## src/rtl/ibex_irq_arbiter.sv

```systemverilog
// ibex_irq_arbiter: interrupt pending, masking and prioritisation in front of
// the ID-stage controller. Presents one locked maskable request under a
// req/ack handshake plus a separate sticky NMI channel.
//
// Ports:
//   clk_i, rst_i        clock, synchronous active-high reset
//   irq_software_i      machine software interrupt (mip bit 3)
//   irq_timer_i         machine timer interrupt    (mip bit 7)
//   irq_external_i      machine external interrupt (mip bit 11)
//   irq_fast_i          fast interrupts, fast i -> mip bit 16+i
//   irq_nm_i            non-maskable interrupt, edge-sensitive
//   mie_i               enable mask in mip layout
//   irq_enable_i        global enable
//   mip_o               pending bits, unused bits read 0
//   irq_req_o           maskable request
//   irq_cause_o         exc_cause_e of the locked request
//   irq_ack_i           controller has taken the request
//   nmi_req_o           NMI pending
//   nmi_ack_i           controller has taken the NMI
//
// Build option: define IBEX_IRQ_SYNC_EN to put a 2-flop synchroniser on every
// interrupt input (adds 2 cycles of input latency).
module ibex_irq_arbiter #(
    parameter int unsigned NumFastIrq = 15,
    parameter logic [31:0] EdgeMask   = 32'h0
) (
    input  logic                  clk_i,
    input  logic                  rst_i,
    input  logic                  irq_software_i,
    input  logic                  irq_timer_i,
    input  logic                  irq_external_i,
    input  logic [NumFastIrq-1:0] irq_fast_i,
    input  logic                  irq_nm_i,
    input  logic [31:0]           mie_i,
    input  logic                  irq_enable_i,
    output logic [31:0]           mip_o,
    output logic                  irq_req_o,
    output logic [5:0]            irq_cause_o,
    input  logic                  irq_ack_i,
    output logic                  nmi_req_o,
    input  logic                  nmi_ack_i
);
    localparam int unsigned MipW = 32;
    localparam int unsigned IdW  = 5;
    localparam logic [MipW-1:0] FastMask  = MipW'(((64'd1 << NumFastIrq) - 64'd1) << 16);
    localparam logic [MipW-1:0] ValidMask = FastMask | 32'h0000_0888;
    localparam logic [MipW-1:0] EdgeBits  = EdgeMask & ValidMask;

    typedef enum logic {
        IDLE = 1'b0,
        REQ  = 1'b1
    } state_e;

    logic [MipW-1:0] irq_raw;
    logic [MipW-1:0] irq_in;
    logic            nm_in;

    logic [MipW-1:0] prev_q, mip_q, mip_d;
    logic            nm_prev_q, nmi_q, nmi_d;
    state_e          state_q, state_d;
    logic            req_q, req_d;
    logic [5:0]      cause_q, cause_d;
    logic [IdW-1:0]  id_q, id_d;

    logic [MipW-1:0] rise, clr_mask, eligible;
    logic            ack_take;
    logic [IdW-1:0]  win_id;

    // Gather interrupt pins into mip bit layout.
    always_comb begin
        irq_raw                   = '0;
        irq_raw[3]                = irq_software_i;
        irq_raw[7]                = irq_timer_i;
        irq_raw[11]               = irq_external_i;
        irq_raw[16 +: NumFastIrq] = irq_fast_i;
    end

`ifdef IBEX_IRQ_SYNC_EN
    logic [MipW-1:0] sync1_q, sync2_q;
    logic            nm_sync1_q, nm_sync2_q;

    // Two-stage synchroniser for asynchronous interrupt sources.
    always_ff @(posedge clk_i) begin
        if (rst_i) begin
            sync1_q    <= '0;
            sync2_q    <= '0;
            nm_sync1_q <= 1'b0;
            nm_sync2_q <= 1'b0;
        end else begin
            sync1_q    <= irq_raw & ValidMask;
            sync2_q    <= sync1_q;
            nm_sync1_q <= irq_nm_i;
            nm_sync2_q <= nm_sync1_q;
        end
    end

    assign irq_in = sync2_q;
    assign nm_in  = nm_sync2_q;
`else
    assign irq_in = irq_raw;
    assign nm_in  = irq_nm_i;
`endif

    // Pending-bit update. A fresh edge overrides a same-cycle ack clear.
    always_comb begin
        ack_take = (state_q == REQ) && irq_ack_i;
        clr_mask = ack_take ? (MipW'(1) << id_q) : '0;
        rise     = irq_in & ~prev_q;
        mip_d    = ((EdgeBits & (rise | (mip_q & ~clr_mask))) |
                    (~EdgeBits & irq_in)) & ValidMask;
        nmi_d    = (nm_in & ~nm_prev_q) | (nmi_q & ~nmi_ack_i);
        eligible = irq_enable_i ? (mip_q & mie_i & ValidMask) : '0;
    end

    // Priority: fast 0 highest, then external, software, timer. Later
    // assignments override earlier, so apply lowest priority first.
    always_comb begin
        win_id = IdW'(7);
        if (eligible[3]) begin
            win_id = IdW'(3);
        end
        if (eligible[11]) begin
            win_id = IdW'(11);
        end
        for (int i = int'(NumFastIrq) - 1; i >= 0; i--) begin
            if (eligible[IdW'(16 + i)]) begin
                win_id = IdW'(16 + i);
            end
        end
    end

    // Request FSM: lock the winner, release on ack or withdrawal.
    always_comb begin
        state_d = state_q;
        req_d   = req_q;
        cause_d = cause_q;
        id_d    = id_q;
        case (state_q)
            IDLE: begin
                if (|eligible) begin
                    state_d = REQ;
                    req_d   = 1'b1;
                    id_d    = win_id;
                    cause_d = {1'b1, win_id};
                end
            end
            REQ: begin
                if (irq_ack_i || !eligible[id_q]) begin
                    state_d = IDLE;
                    req_d   = 1'b0;
                end
            end
        endcase
    end

    always_ff @(posedge clk_i) begin
        if (rst_i) begin
            prev_q    <= '0;
            mip_q     <= '0;
            nm_prev_q <= 1'b0;
            nmi_q     <= 1'b0;
            state_q   <= IDLE;
            req_q     <= 1'b0;
            cause_q   <= '0;
            id_q      <= '0;
        end else begin
            prev_q    <= irq_in;
            mip_q     <= mip_d;
            nm_prev_q <= nm_in;
            nmi_q     <= nmi_d;
            state_q   <= state_d;
            req_q     <= req_d;
            cause_q   <= cause_d;
            id_q      <= id_d;
        end
    end

    assign mip_o       = mip_q;
    assign irq_req_o   = req_q;
    assign irq_cause_o = cause_q;
    assign nmi_req_o   = nmi_q;

endmodule

```

## config.mk

```make
export PLATFORM = sky130hd
export DESIGN_NAME = ibex_irq_arbiter
export DESIGN_NICKNAME = d
export VERILOG_FILES = /design/src/rtl/ibex_irq_arbiter.sv
export SDC_FILE = /design/constraint.sdc
export NUM_CORES = 1
export LEC_CHECK = 0
export BUFFER_PORTS_ARGS = -buffer_cell sky130_fd_sc_hd__buf_2
export CAP_MARGIN = 40
export CORE_ASPECT_RATIO = 1.5
export CORE_MARGIN = 5
export CORE_UTILIZATION = 36
export DETAILED_ROUTE_END_ITERATION = 7
export PLACE_DENSITY_LB_ADDON = 0.2
export SLEW_MARGIN = 30
export SYNTH_ARGS = -nofsm -noshare
export SYNTH_HDL_FRONTEND = slang
export SYNTH_SLANG_ARGS = --single-unit
```

## constraint.sdc

```tcl
create_clock -name clk_i -period 1.7 [get_ports clk_i]
set_clock_uncertainty 0.05 [all_clocks]
set_input_delay 0.34 -clock clk_i [delete_from_list [all_inputs] [get_ports clk_i]]
set_output_delay 0.34 -clock clk_i [all_outputs]
set_load 0.005 [all_outputs]
```

Yosys cells after proc, flatten, opt, wreduce, memory -nomap -nowiden
Index checks and enable logic that the tools add are counted.
W data, S select, Z words.
- flip-flop bits (word level): 33
- logic and storage cells: 33
- magnitude comparators: 1
- equality and inequality tests: 2
- muxes and demuxes: 11
- bitwise gates (word level): 7
- reduce and logical (&&, ||, !) cells: 5
- operators with widths (kind ; number):
    $reduce_or A32 Y1 ; 1
    $and A31 B31 Y31 ; 1
    $mux W31 ; 1
    $lt A5 B6 Y1 const B ; 1
    $bmux W1 S5 ; 1
    $mux W1 ; 5
    $mux W5 ; 1
    $pmux W1 S2 ; 2
    $reduce_and A2 Y1 ; 2
    $mux W3 ; 1
    $not A1 Y1 ; 3
    $and A1 B1 Y1 ; 2
    $ne A2 B1 Y1 const B ; 1
    $ne A2 B2 Y1 const B ; 1
    $logic_not A1 Y1 ; 1
    $logic_or A1 B1 Y1 ; 1
    $or A1 B1 Y1 ; 1

Longest topological paths before layout
- depth after elaboration: 8
- mapped depth: 5

Least setup slack after synthesis
Ideal clock, no wire load.
- path type: flip-flop to flip-flop
- from: register mip_q[7] (netlist: mip_o[7])
- to: register cause_q[2] (netlist: irq_cause_o[2])
- library setup time: 0.135 ns
- data arrival time: 1.088 ns
- setup slack: 0.427 ns
- stages on the path, launching flop included: 6
- period minus slack after synthesis: 1.273 ns
- path through: dfxtp_1 a22o_1 a221oi_2 nand3_2 o21bai_4 a211oi_1
- cells in the longest elaborated chain, start to end: 4
- RTL lines (what ; RTL line ; RTL):
    start, declared ; 58 ; logic [MipW-1:0] prev_q, mip_q, mip_d;
    start signal, assigned ; 168 ; mip_q <= mip_d;
    $and A31 B31 Y31 ; 112 ; eligible = irq_enable_i ? (mip_q & mie_i & ValidMask) : '0;
    $mux W31 ; 112 ;
    $reduce_or A32 Y1 ; 140 ; if (|eligible) begin
    $reduce_and A2 Y1 (no line) ; - ;
    end signal, assigned ; 173 ; cause_q <= cause_d;
    end, declared ; 62 ; logic [5:0] cause_q, cause_d;
Every way passes these cells.
A chain may end at the register's enable or synchronous reset.

Worst setup path in the final report
- from: register mip_q[19] (netlist: mip_o[19])
- to: register cause_q[2] (netlist: irq_cause_o[2])
Same word-level chain as after synthesis.

==> reports/results.ini <==
[yosys]
synth_top_family_by_area = simple AND/OR/NAND/NOR gates
ys.flop_type = dfxtp_1
async_reset_ff_frac = 0
synth.distinct_cells = 23
synth_top_area_share = 0.4837
synth_fa_ha_area_frac = 0
yosysSeqAreaShare = 0.4837
synth_commonest_cells = dfxtp_1 (25), nor2b_1 (20), buf_4 (17)
synth_area_leaders = dfxtp_1 (48%), buf_4 (12%), nor2b_1 (12%), a221oi_2 (5.8%), a22o_1 (2.5%)
synth_cells = 102
synth_edf_count = 0
yosys.area_share.simple = 0.1886
synthMuxAreaShare = 0
synth_xor_area_frac = 0
synth_area_sq_mm = 0.001035
yosysMostFrequentCell = dfxtp_1
synth_top_area_cell = dfxtp_1
synth_seq_cells = 25
ys_warn_count = 0
synth_compound_area_frac = 0.1790
syn_avg_cell_area_sq_um = 10.14

[global_route]
overflow = 0
grt_pass1_wl_um = 3712
track_usage = 0.1237
grt_pass1_vias = 879
grt_start_max_net_pins = 17
antenna_found_initial = 0

[critical_path]
path_class = reg -> reg
critPathTopFamily = compound AO/OA/AOI/OAI gates
start_kind = flip-flop
cp_slowest_cell = dfxtp_1
path_cells = a22o_1, a221oi_2, nand3_2, o21bai_4, a211oi_1
worstSetupEndpointType = flip-flop
crit_buf_inv = 0
cpPeakStageDelay_ns = 0.31
cp.required_ns = 1.80
critPathArrivalTime_ns = 1.45
critPathMaxFanout = 4

[sta]
max_freq_mhz = 736.6
layout_min_cycle_time_ns = 1.358
fin_crit_sh = 0.7986
rsz0062_at_grt = false
maxSlewViolCount = 0
finalSetupTns_ns = 0
hold_viol_final = 0
setup_viol = 0
holdWs_ns = 0.2331

[pwr]
ir_drop_v = 0.0005059
power_density_mw_per_mm2 = 837.9
cellLeakagePower_nw = 0.7005
p_total_mw = 1.157

[clock_network]
clock_latency_ns = 0.26
cts_max_level = 1
ctsHoldBuffers = 0
clkTransAtPathRegs_ns = 0.08
cts_tree = done
ctsResizeCount = 0
cts_sinks = 25
cts_buffers = 3
cts_setup_buffers = 0
cts-root-buf = clkbuf_8
cts_buffer_depth = 2

[min_path]
hold_class = in -> reg

[place]
dp_cells = 201
gp_congestion = 0.7380
port_buffers = 66
hpwl_um = 2162

[detailed_routing]
initialDrtViolationCount = 5
via_per_inst = 4.268
drc = 0
drt_wl_total_um = 2468
vias = 875
ant_nets = 0
wl_per_cell_um = 12.04
drtPass1Iterations = 4

[die]
num_rows = 23
start_util = 0.3785
die_w_um = 53.78
io_pins = 96
core-area_sq_mm = 0.002734
dieHeight_um = 75.66
die_area_sq_mm = 0.004069

[finish]
fin_cells = 205
drive_gt1_frac = 0.4524
regArea_sq_um = 500.5
antenna_cells = 0
area_delta_synth_final_pct = 33.49
nNetsFinal = 225
fillers = 283
multi_input_area_sq_um = 436.7

[status]
status = completed

[run]
maxCapViolations = 0

-- worst reg2reg max path: stages, from the launching register on --
cell      delay [ns]
dfxtp_1         0.31
a22o_1          0.23
a221oi_2        0.24
nand3_2         0.15
o21bai_4        0.18
a211oi_1        0.09
-- layout by cell type (no fill, tap or decap) --
cell type  count
a211oi_1       1
a221oi_2       4
a311oi_1       1
nor2b_1       20
a211o_1        1
clkbuf_8       3
dfxtp_1       25
nand3_2        1
nand3_1        2
conb_1        15
inv_1          4
nor2_1         3
o21bai_4       1
and3_1         1
nand2b_1       3
a21oi_1        4
o21ai_0        1
o211ai_1       1
buf_4          1
a22o_1         3
nor3_1         2
a22oi_1        3
nand2_1        1
clkbuf_1       1
buf_2         66
-- final timing paths --
| check | slack, ns | cells after the start | endpoint | start |
|---|---|---|---|---|
| worst min-delay path | 0.23 | 2 | mip_o[7]$_SDFF_PP0_ | irq_timer_i |
| worst max-delay path | 0.34 | 5 | irq_cause_o[2]$_SDFFE_PP0P_ | mip_o[19]$_SDFF_PP0_ |
| worst max register to register | 0.34 | 5 | irq_cause_o[2]$_SDFFE_PP0P_ | mip_o[19]$_SDFF_PP0_ |
| worst min register to register | 0.41 | 2 | irq_req_o$_SDFFE_PP0P_ | irq_req_o$_SDFFE_PP0P_ |
-- metrics by stage --
| stage | area [sq um] | utilization | worst slack [ns] |
|---|---|---|---|
| floorplan | 1087 | - | 0.4271 |
| global placement | 1336 | 0.4888 | 0.2231 |
| detailed placement | 1336 | 0.4888 | 0.1876 |
| CTS | 1381 | 0.5053 | 0.3056 |
| global route | 1381 | 0.5053 | 0.2469 |
| finish | 1381 | 0.5053 | 0.3424 |
-- logic make-up after synthesis --
family,Yosys count
and+or+nand+nor,33
buffers and inverters,23
AOI/OAI and AO/OA,20
DFF,25
other,1
-- report_power, final --
group	total (mW)	switching (mW)	internal, mW
combinational	0.182	0.0827	0.0995
sequential	0.641	0.0209	0.620
clock	0.334	0.167	0.167
-- flip-flops by register name, indices dropped and copies added, names as in the netlist --
signal and flops:
state_q 1, nmi_req_o 1, irq_req_o 1, irq_cause_o 3
mip_o 18, nm_prev_q 1
-- metal layers --
layer,part of all wire,wire (um),GRT usage
met5,0,0,0
met4,0.0077,19,0.04261
met3,0.11,264,0.03914
met2,0.55,1364,0.2318
met1,0.33,820,0.1244
-- area by class of cell --
| class | count | share of cell area |
|---|---|---|
| Sequential cell | 25 | 0.3623 |
| Multi-Input combinational cell | 68 | 0.3161 |
| Timing Repair Buffer | 67 | 0.2446 |
| Tap cell | 37 | 0.03351 |
| Clock buffer | 4 | 0.03261 |
| Inverter | 4 | 0.01087 |
No activity file was read; power rests on OpenSTA's default activity.
